--- src/rtl/multicycle_control_if.sv ---
// Memory handshake between the multicycle controller (master) and its memory port (slave).
interface multicycle_control_if #(
    parameter int XLEN = 32
);
    logic            mem_req;
    logic            mem_we;
    logic            mem_addr_sel;
    logic            mem_ready;
    logic [XLEN-1:0] mem_rdata;

    modport master (
        output mem_req, mem_we, mem_addr_sel,
        input  mem_ready, mem_rdata
    );

    modport slave (
        input  mem_req, mem_we, mem_addr_sel,
        output mem_ready, mem_rdata
    );
endinterface

--- src/rtl/multicycle_control.sv ---
// Multicycle RV32 subset controller: FETCH/DECODE/EXEC/MEM/WB/HALT sequencing, PC,
// instruction register, retired counter and memory wait timeout.
module multicycle_control #(
    parameter int              XLEN        = 32,
    parameter logic [XLEN-1:0] RESET_PC    = 32'h0000_0000,
    parameter int              CNT_W       = 32,
    parameter int              MEM_TIMEOUT = 16
) (
    input  logic                 clk,
    input  logic                 reset,
    multicycle_control_if.master mem,
    input  logic                 alu_zero_i,
    input  logic [XLEN-1:0]      branch_target_i,
    input  logic [XLEN-1:0]      alu_result_i,
    output logic [XLEN-1:0]      pc_o,
    output logic [31:0]          instr_o,
    output logic                 alu_src_a_o,
    output logic [1:0]           alu_src_b_o,
    output logic [1:0]           alu_op_o,
    output logic                 reg_we_o,
    output logic [1:0]           wb_sel_o,
    output logic                 halted_o,
    output logic                 illegal_o,
    output logic                 bus_err_o,
    output logic [CNT_W-1:0]     retired_o
);
    localparam int WAIT_W = $clog2(MEM_TIMEOUT + 1);
    localparam logic [WAIT_W-1:0] WAIT_LAST = WAIT_W'(MEM_TIMEOUT - 1);

    localparam logic [6:0] OP_R      = 7'b0110011;
    localparam logic [6:0] OP_I      = 7'b0010011;
    localparam logic [6:0] OP_LOAD   = 7'b0000011;
    localparam logic [6:0] OP_STORE  = 7'b0100011;
    localparam logic [6:0] OP_BRANCH = 7'b1100011;
    localparam logic [6:0] OP_JAL    = 7'b1101111;
    localparam logic [6:0] OP_LUI    = 7'b0110111;

    typedef enum logic [2:0] {
        S_FETCH, S_DECODE, S_EXEC, S_MEM, S_WB, S_HALT
    } state_e;

    typedef enum logic [2:0] {
        C_R, C_I, C_LOAD, C_STORE, C_BRANCH, C_JAL, C_LUI, C_BAD
    } cls_e;

    state_e            state_q;
    logic [XLEN-1:0]   pc_q, pc_d;
    logic [31:0]       instr_q;
    logic [CNT_W-1:0]  retired_q, retired_d;
    logic [WAIT_W-1:0] wait_q;
    logic              illegal_q, bus_err_q;
    cls_e              cls;
    logic              take_target;
    logic              req_c, we_c, addr_sel_c, reg_we_c;

    // The datapath forms the memory address from alu_result itself.
    logic unused_alu_result;
    assign unused_alu_result = ^alu_result_i;

    // NOTE: every always_comb output gets a default first so no latch is inferred.
    always_comb begin
        cls = C_BAD;
        unique case (instr_q[6:0])
            OP_R:      cls = C_R;
            OP_I:      cls = C_I;
            OP_LOAD:   cls = C_LOAD;
            OP_STORE:  cls = C_STORE;
            OP_BRANCH: cls = (instr_q[14:13] == 2'b00) ? C_BRANCH : C_BAD;
            OP_JAL:    cls = C_JAL;
            OP_LUI:    cls = C_LUI;
            default:   cls = C_BAD;
        endcase
    end

    // funct3[0] selects BNE over BEQ.
    assign take_target = (cls == C_JAL) ||
                         (cls == C_BRANCH && (instr_q[12] ? !alu_zero_i : alu_zero_i));
    assign pc_d      = take_target ? branch_target_i : pc_q + XLEN'(4);
    assign retired_d = retired_q + 1'b1;

    // NOTE: sequential state is written with non-blocking assignments only.
    always_ff @(posedge clk or negedge reset) begin
        if (!reset) begin
            state_q   <= S_FETCH;
            pc_q      <= RESET_PC;
            instr_q   <= '0;
            retired_q <= '0;
            wait_q    <= '0;
            illegal_q <= 1'b0;
            bus_err_q <= 1'b0;
        end else begin
            unique case (state_q)
                S_FETCH: begin
                    if (mem.mem_ready) begin
                        instr_q <= mem.mem_rdata[31:0];
                        state_q <= S_DECODE;
                    end else if (wait_q == WAIT_LAST) begin
                        bus_err_q <= 1'b1;
                        state_q   <= S_HALT;
                    end else begin
                        wait_q <= wait_q + 1'b1;
                    end
                end
                S_DECODE: begin
                    if (cls == C_BAD) begin
                        illegal_q <= 1'b1;
                        state_q   <= S_HALT;
                    end else begin
                        state_q <= S_EXEC;
                    end
                end
                S_EXEC: begin
                    if (cls == C_LOAD || cls == C_STORE) begin
                        wait_q  <= '0;
                        state_q <= S_MEM;
                    end else if (cls == C_BRANCH) begin
                        pc_q      <= pc_d;
                        retired_q <= retired_d;
                        wait_q    <= '0;
                        state_q   <= S_FETCH;
                    end else begin
                        state_q <= S_WB;
                    end
                end
                S_MEM: begin
                    if (mem.mem_ready) begin
                        if (cls == C_STORE) begin
                            pc_q      <= pc_d;
                            retired_q <= retired_d;
                            wait_q    <= '0;
                            state_q   <= S_FETCH;
                        end else begin
                            state_q <= S_WB;
                        end
                    end else if (wait_q == WAIT_LAST) begin
                        bus_err_q <= 1'b1;
                        state_q   <= S_HALT;
                    end else begin
                        wait_q <= wait_q + 1'b1;
                    end
                end
                S_WB: begin
                    pc_q      <= pc_d;
                    retired_q <= retired_d;
                    wait_q    <= '0;
                    state_q   <= S_FETCH;
                end
                default: state_q <= S_HALT;
            endcase
        end
    end

    always_comb begin
        req_c       = 1'b0;
        we_c        = 1'b0;
        addr_sel_c  = 1'b0;
        reg_we_c    = 1'b0;
        alu_src_a_o = 1'b0;
        alu_src_b_o = 2'b00;
        alu_op_o    = 2'b00;
        wb_sel_o    = 2'b00;
        unique case (state_q)
            S_FETCH: req_c = 1'b1;
            S_EXEC: begin
                unique case (cls)
                    C_R:              alu_op_o = 2'b10;
                    C_I:     begin alu_src_b_o = 2'b01; alu_op_o = 2'b10; end
                    C_LOAD, C_STORE:  alu_src_b_o = 2'b01;
                    C_BRANCH:         alu_op_o = 2'b01;
                    default:          ;
                endcase
            end
            S_MEM: begin
                req_c      = 1'b1;
                addr_sel_c = 1'b1;
                we_c       = (cls == C_STORE);
            end
            S_WB: begin
                reg_we_c = (instr_q[11:7] != 5'd0);
                unique case (cls)
                    C_LOAD:  wb_sel_o = 2'b01;
                    C_JAL:   wb_sel_o = 2'b10;
                    C_LUI:   wb_sel_o = 2'b11;
                    default: wb_sel_o = 2'b00;
                endcase
            end
            default: ;
        endcase
    end

    // Requests and register writes are gated by the live reset so they drop mid-access.
    assign mem.mem_req      = req_c && reset;
    assign mem.mem_we       = we_c;
    assign mem.mem_addr_sel = addr_sel_c;
    assign reg_we_o         = reg_we_c && reset;

    assign pc_o      = pc_q;
    assign instr_o   = instr_q;
    assign retired_o = retired_q;
    assign halted_o  = (state_q == S_HALT);
    assign illegal_o = illegal_q;
    assign bus_err_o = bus_err_q;
endmodule

--- src/flat_wrapper.sv ---
// flat-port wrapper written by rule: the top's interface ports become plain ports
module multicycle_control_flat 
#(
    parameter int              XLEN        = 32,
    parameter logic [XLEN-1:0] RESET_PC    = 32'h0000_0000,
    parameter int              CNT_W       = 32,
    parameter int              MEM_TIMEOUT = 16
)
  (clk, reset, alu_zero_i, branch_target_i, alu_result_i, pc_o, instr_o, alu_src_a_o, alu_src_b_o, alu_op_o, reg_we_o, wb_sel_o, halted_o, illegal_o, bus_err_o, retired_o, mem_mem_req, mem_mem_we, mem_mem_addr_sel, mem_mem_ready, mem_mem_rdata);
  multicycle_control_if #(.XLEN(XLEN)) mem_i ();
  input  logic clk;
  input  logic reset;
  input  logic alu_zero_i;
  input  logic [XLEN-1:0] branch_target_i;
  input  logic [XLEN-1:0] alu_result_i;
  output logic [XLEN-1:0] pc_o;
  output logic [31:0] instr_o;
  output logic alu_src_a_o;
  output logic [1:0] alu_src_b_o;
  output logic [1:0] alu_op_o;
  output logic reg_we_o;
  output logic [1:0] wb_sel_o;
  output logic halted_o;
  output logic illegal_o;
  output logic bus_err_o;
  output logic [CNT_W-1:0] retired_o;
  output wire logic [$bits(mem_i.mem_req)-1:0] mem_mem_req;
  output wire logic [$bits(mem_i.mem_we)-1:0] mem_mem_we;
  output wire logic [$bits(mem_i.mem_addr_sel)-1:0] mem_mem_addr_sel;
  input wire logic [$bits(mem_i.mem_ready)-1:0] mem_mem_ready;
  input wire logic [$bits(mem_i.mem_rdata)-1:0] mem_mem_rdata;
  assign mem_mem_req = mem_i.mem_req;
  assign mem_mem_we = mem_i.mem_we;
  assign mem_mem_addr_sel = mem_i.mem_addr_sel;
  assign mem_i.mem_ready = mem_mem_ready;
  assign mem_i.mem_rdata = mem_mem_rdata;
  multicycle_control #(.XLEN(XLEN), .RESET_PC(RESET_PC), .CNT_W(CNT_W), .MEM_TIMEOUT(MEM_TIMEOUT)) u_core (.clk(clk), .reset(reset), .mem(mem_i), .alu_zero_i(alu_zero_i), .branch_target_i(branch_target_i), .alu_result_i(alu_result_i), .pc_o(pc_o), .instr_o(instr_o), .alu_src_a_o(alu_src_a_o), .alu_src_b_o(alu_src_b_o), .alu_op_o(alu_op_o), .reg_we_o(reg_we_o), .wb_sel_o(wb_sel_o), .halted_o(halted_o), .illegal_o(illegal_o), .bus_err_o(bus_err_o), .retired_o(retired_o));
endmodule
--- config.mk ---
export PLATFORM = sky130hd
export DESIGN_NAME = multicycle_control_flat
export DESIGN_NICKNAME = d
export VERILOG_FILES = /design/src/rtl/multicycle_control_if.sv /design/src/rtl/multicycle_control.sv /design/src/flat_wrapper.sv
export SDC_FILE = /design/constraint.sdc
export NUM_CORES = 1
export LEC_CHECK = 0
export CORE_UTILIZATION = 30
export CTS_BUF_LIST = sky130_fd_sc_hd__clkbuf_16
export DETAILED_ROUTE_END_ITERATION = 16
export HOLD_SLACK_MARGIN = 0.1
export PLACE_DENSITY = 0.61
export SLEW_MARGIN = 40
export SYNTH_ARGS = -nofsm -noshare
export SYNTH_HDL_FRONTEND = slang
export SYNTH_SLANG_ARGS = --single-unit
export TNS_END_PERCENT = 100
--- constraint.sdc ---
create_clock -name clk -period 3 [get_ports clk]
set_input_delay 0.45 -clock clk [delete_from_list [all_inputs] [get_ports clk]]
set_output_delay 0.45 -clock clk [all_outputs]
set_load 0.005 [all_outputs]
==> results.cfg <==
[outcome]
status = complete, no violations

[pwr]
vdd.ir_drop.worst_v = 0.0002857
p_per_area_nw_per_um2 = 356.0
power.leakage_nw = 3.428

[worst_setup_path]
cp.arrival_ps = 2850
crit_buf_inv = 2
worstPathMaxFanout = 23
data_required_critical_path_ps = 3240
path_class = reg -> reg
cpMostUsedCell = sky130_fd_sc_hd__buf_4
cp_launch_point = u_core.instr_o[3]$_DFFE_PN0P_
r2r_slack_ps = 390
critical_path.top_delay_family = compound AO/OA/AOI/OAI gates
critical-path-max-stage-delay_ps = 560
crit_path_end_kind = flop
cp-start-kind = flop
timing.critical_path.cells = buf_4, and3b_1, o211a_1, o21ai_0, a21o_2, buf_4, mux2i_1, a22oi_1
critical_path.slowest_cell = sky130_fd_sc_hd__a21o_2
rr_startpoint = u_core.instr_o[3]$_DFFE_PN0P_

[clocking]
cts_num_sinks = 106
cts_max_level = 3
ctsLongestPathBuffers = 2
root_buffer = sky130_fd_sc_hd__clkbuf_16
cts.clk_slew.worst_paths_ps = 80
worst_skew_pair.late_latency_ps = 360
cts_tree = yes
number_of_buffers_inserted_during_clock_tree_synthesis = 9

[routing]
vias = 4946
detail_route.wirelength_mm = 15.77
ant_nets = 0
drc = 0
drtIter0Drc = 237
post_drt_via_cell_ratio = 5.021
firstDrtPassIters = 4
routed_length_per_instance_um = 16.01

[synthesis]
share_of_synthesized_flip_flops_with_an_asynchronous_set_or_reset_pct = 100.0
synthesis.area_per_instance_sq_um = 10.14
post_synth_mux_area_share_pct = 11.68
post_synth_instance_area_sq_um = 5722
synth.lib_cells_used.distinct = 60
synth_top_family_by_area = simple AND/OR/NAND/NOR gates
synth-compound-area-share_pct = 11.96
ys_seq_area_share_pct = 46.36
synth_top_cell_by_area = sky130_fd_sc_hd__dfrtp_1
synth-edff-count = 0
synthFlopType = sky130_fd_sc_hd__dfrtp_1
ranking_of_synthesized_cells_by_area = sky130_fd_sc_hd__dfrtp_1 (46%), sky130_fd_sc_hd__mux2_2 (7.1%), sky130_fd_sc_hd__mux2i_1 (4.2%)
netlist.area_leader.share_pct = 46.36
synth-xor-area-share_pct = 4.898
yosys_warnings = 0
netlist_instances = 564
synth-simple-area-share_pct = 20.12
yosys_register_bits = 106
synth_adder_area_share_pct = 0.6560

[timing]
min_setup_slack_post_route_ps = 386.5
worst_case_clock_skew_ps = 10.78
final-hold-violation-count = 0
max-slew-margin-rel_pct = 57.30
timing_max_transition_violations_final = 0
fmax_mhz = 382.6
transition_time_of_the_tightest_slew_check_pin_ps = 634.7
final-setup-viol-count = 0
post-route-period-util_pct = 87.12
setup_repair_after_global_routing_missed_its_margin = no
min_period_ps = 2614
setup_total_negative_slack_ps = 0

[global_route]
globalRouteOverflowTotal = 0
first_pass_grt_wire_length_mm = 25.76
grt_max_degree = 50
overall_fraction_of_global_route_tracks_in_use_pct = 16.51
grt_pass1_vias = 4792
antenna_found_initial = 0

[hold_path]
hold_path_start = u_core.bus_err_o$_DFFE_PN0P_
min_path_type = reg -> reg

[floorplanning]
core_region_area_sq_um = 18710
num_ports = 210
die_area_sq_um = 19630
initial_utilization_pct = 30.59
placement_rows = 50
dieHeight_um = 140.1
dieWidth_um = 140.1

[layout]
area_growth_syn_to_layout_pct = 41.37
num-nets-final = 849
fillers = 1823
instances_no_fill = 985
stdcell_area_sq_um = 8089
fraction_of_layout_instances_using_a_drive_strength_above_1_pct = 12.78
antenna-diode-count = 0

[placed_design]
postPlaceCellArea_sq_um = 7744
post-place-cells = 964
gp_congestion = 0.8455
dpl.hpwl_mm = 11.42
io_buffers = 175
post-place-ws_ps = 327.8

[flow_run]
cap_violations = 0
==> placed cells by master, fill, tap and decap left out, types with 3 or more instances in the layout <==
| master | synthesis | final |
|---|---|---|
| sky130_fd_sc_hd__nand3_1 | 29 | 28 |
| sky130_fd_sc_hd__a21o_1 | 4 | 3 |
| sky130_fd_sc_hd__nor2b_1 | 7 | 7 |
| sky130_fd_sc_hd__and3_1 | 12 | 11 |
| sky130_fd_sc_hd__o22a_1 | 6 | 6 |
| sky130_fd_sc_hd__nand4_1 | 18 | 18 |
| sky130_fd_sc_hd__ha_1 | 3 | 3 |
| sky130_fd_sc_hd__o211a_1 | 3 | 3 |
| sky130_fd_sc_hd__a21oi_2 | 5 | 5 |
| sky130_fd_sc_hd__o22ai_1 | 5 | 5 |
| sky130_fd_sc_hd__o2bb2ai_1 | 11 | 11 |
| sky130_fd_sc_hd__nor2_1 | 37 | 37 |
| sky130_fd_sc_hd__clkinvlp_4 | 0 | 3 |
| sky130_fd_sc_hd__dfrtp_1 | 106 | 104 |
| sky130_fd_sc_hd__mux2i_1 | 24 | 24 |
| sky130_fd_sc_hd__nand2b_1 | 3 | 3 |
| sky130_fd_sc_hd__buf_4 | 3 | 23 |
| sky130_fd_sc_hd__inv_1 | 17 | 17 |
| sky130_fd_sc_hd__xor2_1 | 26 | 26 |
| sky130_fd_sc_hd__and2_1 | 4 | 4 |
| sky130_fd_sc_hd__nor4_1 | 14 | 14 |
| sky130_fd_sc_hd__a21oi_1 | 20 | 20 |
| sky130_fd_sc_hd__mux2_2 | 36 | 36 |
| sky130_fd_sc_hd__xnor2_1 | 6 | 6 |
| sky130_fd_sc_hd__clkdlybuf4s50_1 | 0 | 172 |
| sky130_fd_sc_hd__clkbuf_16 | 0 | 9 |
| sky130_fd_sc_hd__nand2_1 | 47 | 47 |
| sky130_fd_sc_hd__nor4b_1 | 6 | 6 |
| sky130_fd_sc_hd__nor3_1 | 23 | 23 |
| sky130_fd_sc_hd__a22oi_1 | 4 | 4 |
| sky130_fd_sc_hd__o21ai_0 | 25 | 25 |
==> what timing repair did <==
action / 4_1_cts / 5_1_grt
setup buffers: 4 / 0
resized for setup: 2 / 4
endpoints found under the hold margin: 14 / 0
endpoints found under the setup margin: 1 / 2
hold buffers: 1 / 0
==> synthesized netlist by cell type, types with 3 or more instances <==
cell type,count
sky130_fd_sc_hd__nand2_1,47
sky130_fd_sc_hd__and2_1,4
sky130_fd_sc_hd__xnor2_1,6
sky130_fd_sc_hd__nand2b_1,3
sky130_fd_sc_hd__buf_6,5
sky130_fd_sc_hd__clkbuf_1,10
sky130_fd_sc_hd__o2bb2ai_1,11
sky130_fd_sc_hd__buf_2,9
sky130_fd_sc_hd__o22a_1,6
sky130_fd_sc_hd__dfrtp_1,106
sky130_fd_sc_hd__o211a_1,3
sky130_fd_sc_hd__a22oi_1,4
sky130_fd_sc_hd__xor2_1,26
sky130_fd_sc_hd__nor2_1,37
sky130_fd_sc_hd__inv_1,17
sky130_fd_sc_hd__a21oi_2,5
sky130_fd_sc_hd__nor4b_1,6
sky130_fd_sc_hd__o21ai_0,25
sky130_fd_sc_hd__mux2i_1,24
sky130_fd_sc_hd__a21o_1,4
sky130_fd_sc_hd__nor4_1,14
sky130_fd_sc_hd__nor2b_1,7
sky130_fd_sc_hd__ha_1,3
sky130_fd_sc_hd__a21oi_1,20
sky130_fd_sc_hd__o22ai_1,5
sky130_fd_sc_hd__nand3_1,29
sky130_fd_sc_hd__buf_4,3
sky130_fd_sc_hd__and3_1,12
sky130_fd_sc_hd__mux2_2,36
sky130_fd_sc_hd__nor3_1,23
sky130_fd_sc_hd__nand4_1,18
==> power by group <==
group	total, mW	internal [mW]	switching (mW)
clock	1.19	0.581	0.609
sequential	1.48	1.45	0.0298
combinational	0.210	0.136	0.0746
==> cell families after synthesis <==
kind of cell               after synthesis
and+or+nand+nor                        216
DFF                                    106
AOI/OAI and AO/OA                       98
muxes                                   62
buffers and inverters                   46
xor gates and xnor gates                32
adders and majority gates                3
other                                    1
==> sequential cells by signal (all words and copies together) (netlist names) <==
name / cells
u_core.instr_o: 32
u_core.state_q: 3
u_core.bus_err_o: 1
u_core.pc_o: 32
u_core.wait_q: 5
u_core.retired_o: 32
u_core.illegal_o: 1
==> routing by layer <==
layer  vias up  GRT usage, %  wire length [um]
met5         -             0                 0
met4         0         3.123               116
met3         8         4.718               754
met2       117         26.47              7272
met1      2417         22.19              7624
li1       2404             -                 -
==> final timing paths <==
path,endpoint,cells after the start
worst max-delay path,u_core.pc_o[6]$_DFFE_PN0P_,8
worst min-delay path,u_core.bus_err_o$_DFFE_PN0P_,1
worst max register to register,u_core.pc_o[6]$_DFFE_PN0P_,8
worst min register to register,u_core.bus_err_o$_DFFE_PN0P_,1
max in group asynchronous,u_core.pc_o[29]$_DFFE_PN0P_,4
min in group asynchronous,u_core.bus_err_o$_DFFE_PN0P_,2
==> area by class of cell <==
| type | count | area (sq um) | share of cell area (%) |
|---|---|---|---|
| Tap cell | 234 | 292.8 | 3.619 |
| Inverter | 17 | 63.81 | 0.7889 |
| Clock buffer | 9 | 225.2 | 2.784 |
| Clock inverter | 7 | 62.56 | 0.7734 |
| Sequential cell | 106 | 2655 | 32.82 |
| Multi-Input combinational cell | 413 | 2840 | 35.11 |
| Timing Repair Buffer | 199 | 1949 | 24.10 |
==> per-stage QoR <==
stage	util, %	power, mW	hold WS, ps
global route	43.24	3.002	500.5
global placement	41.40	1.719	323.6
CTS	43.16	2.917	463.7
floorplan	-	1.541	154.4
detailed placement	41.40	1.720	326.6
finish	43.24	2.880	458.8
No activity file was read; power rests on OpenSTA's default activity.
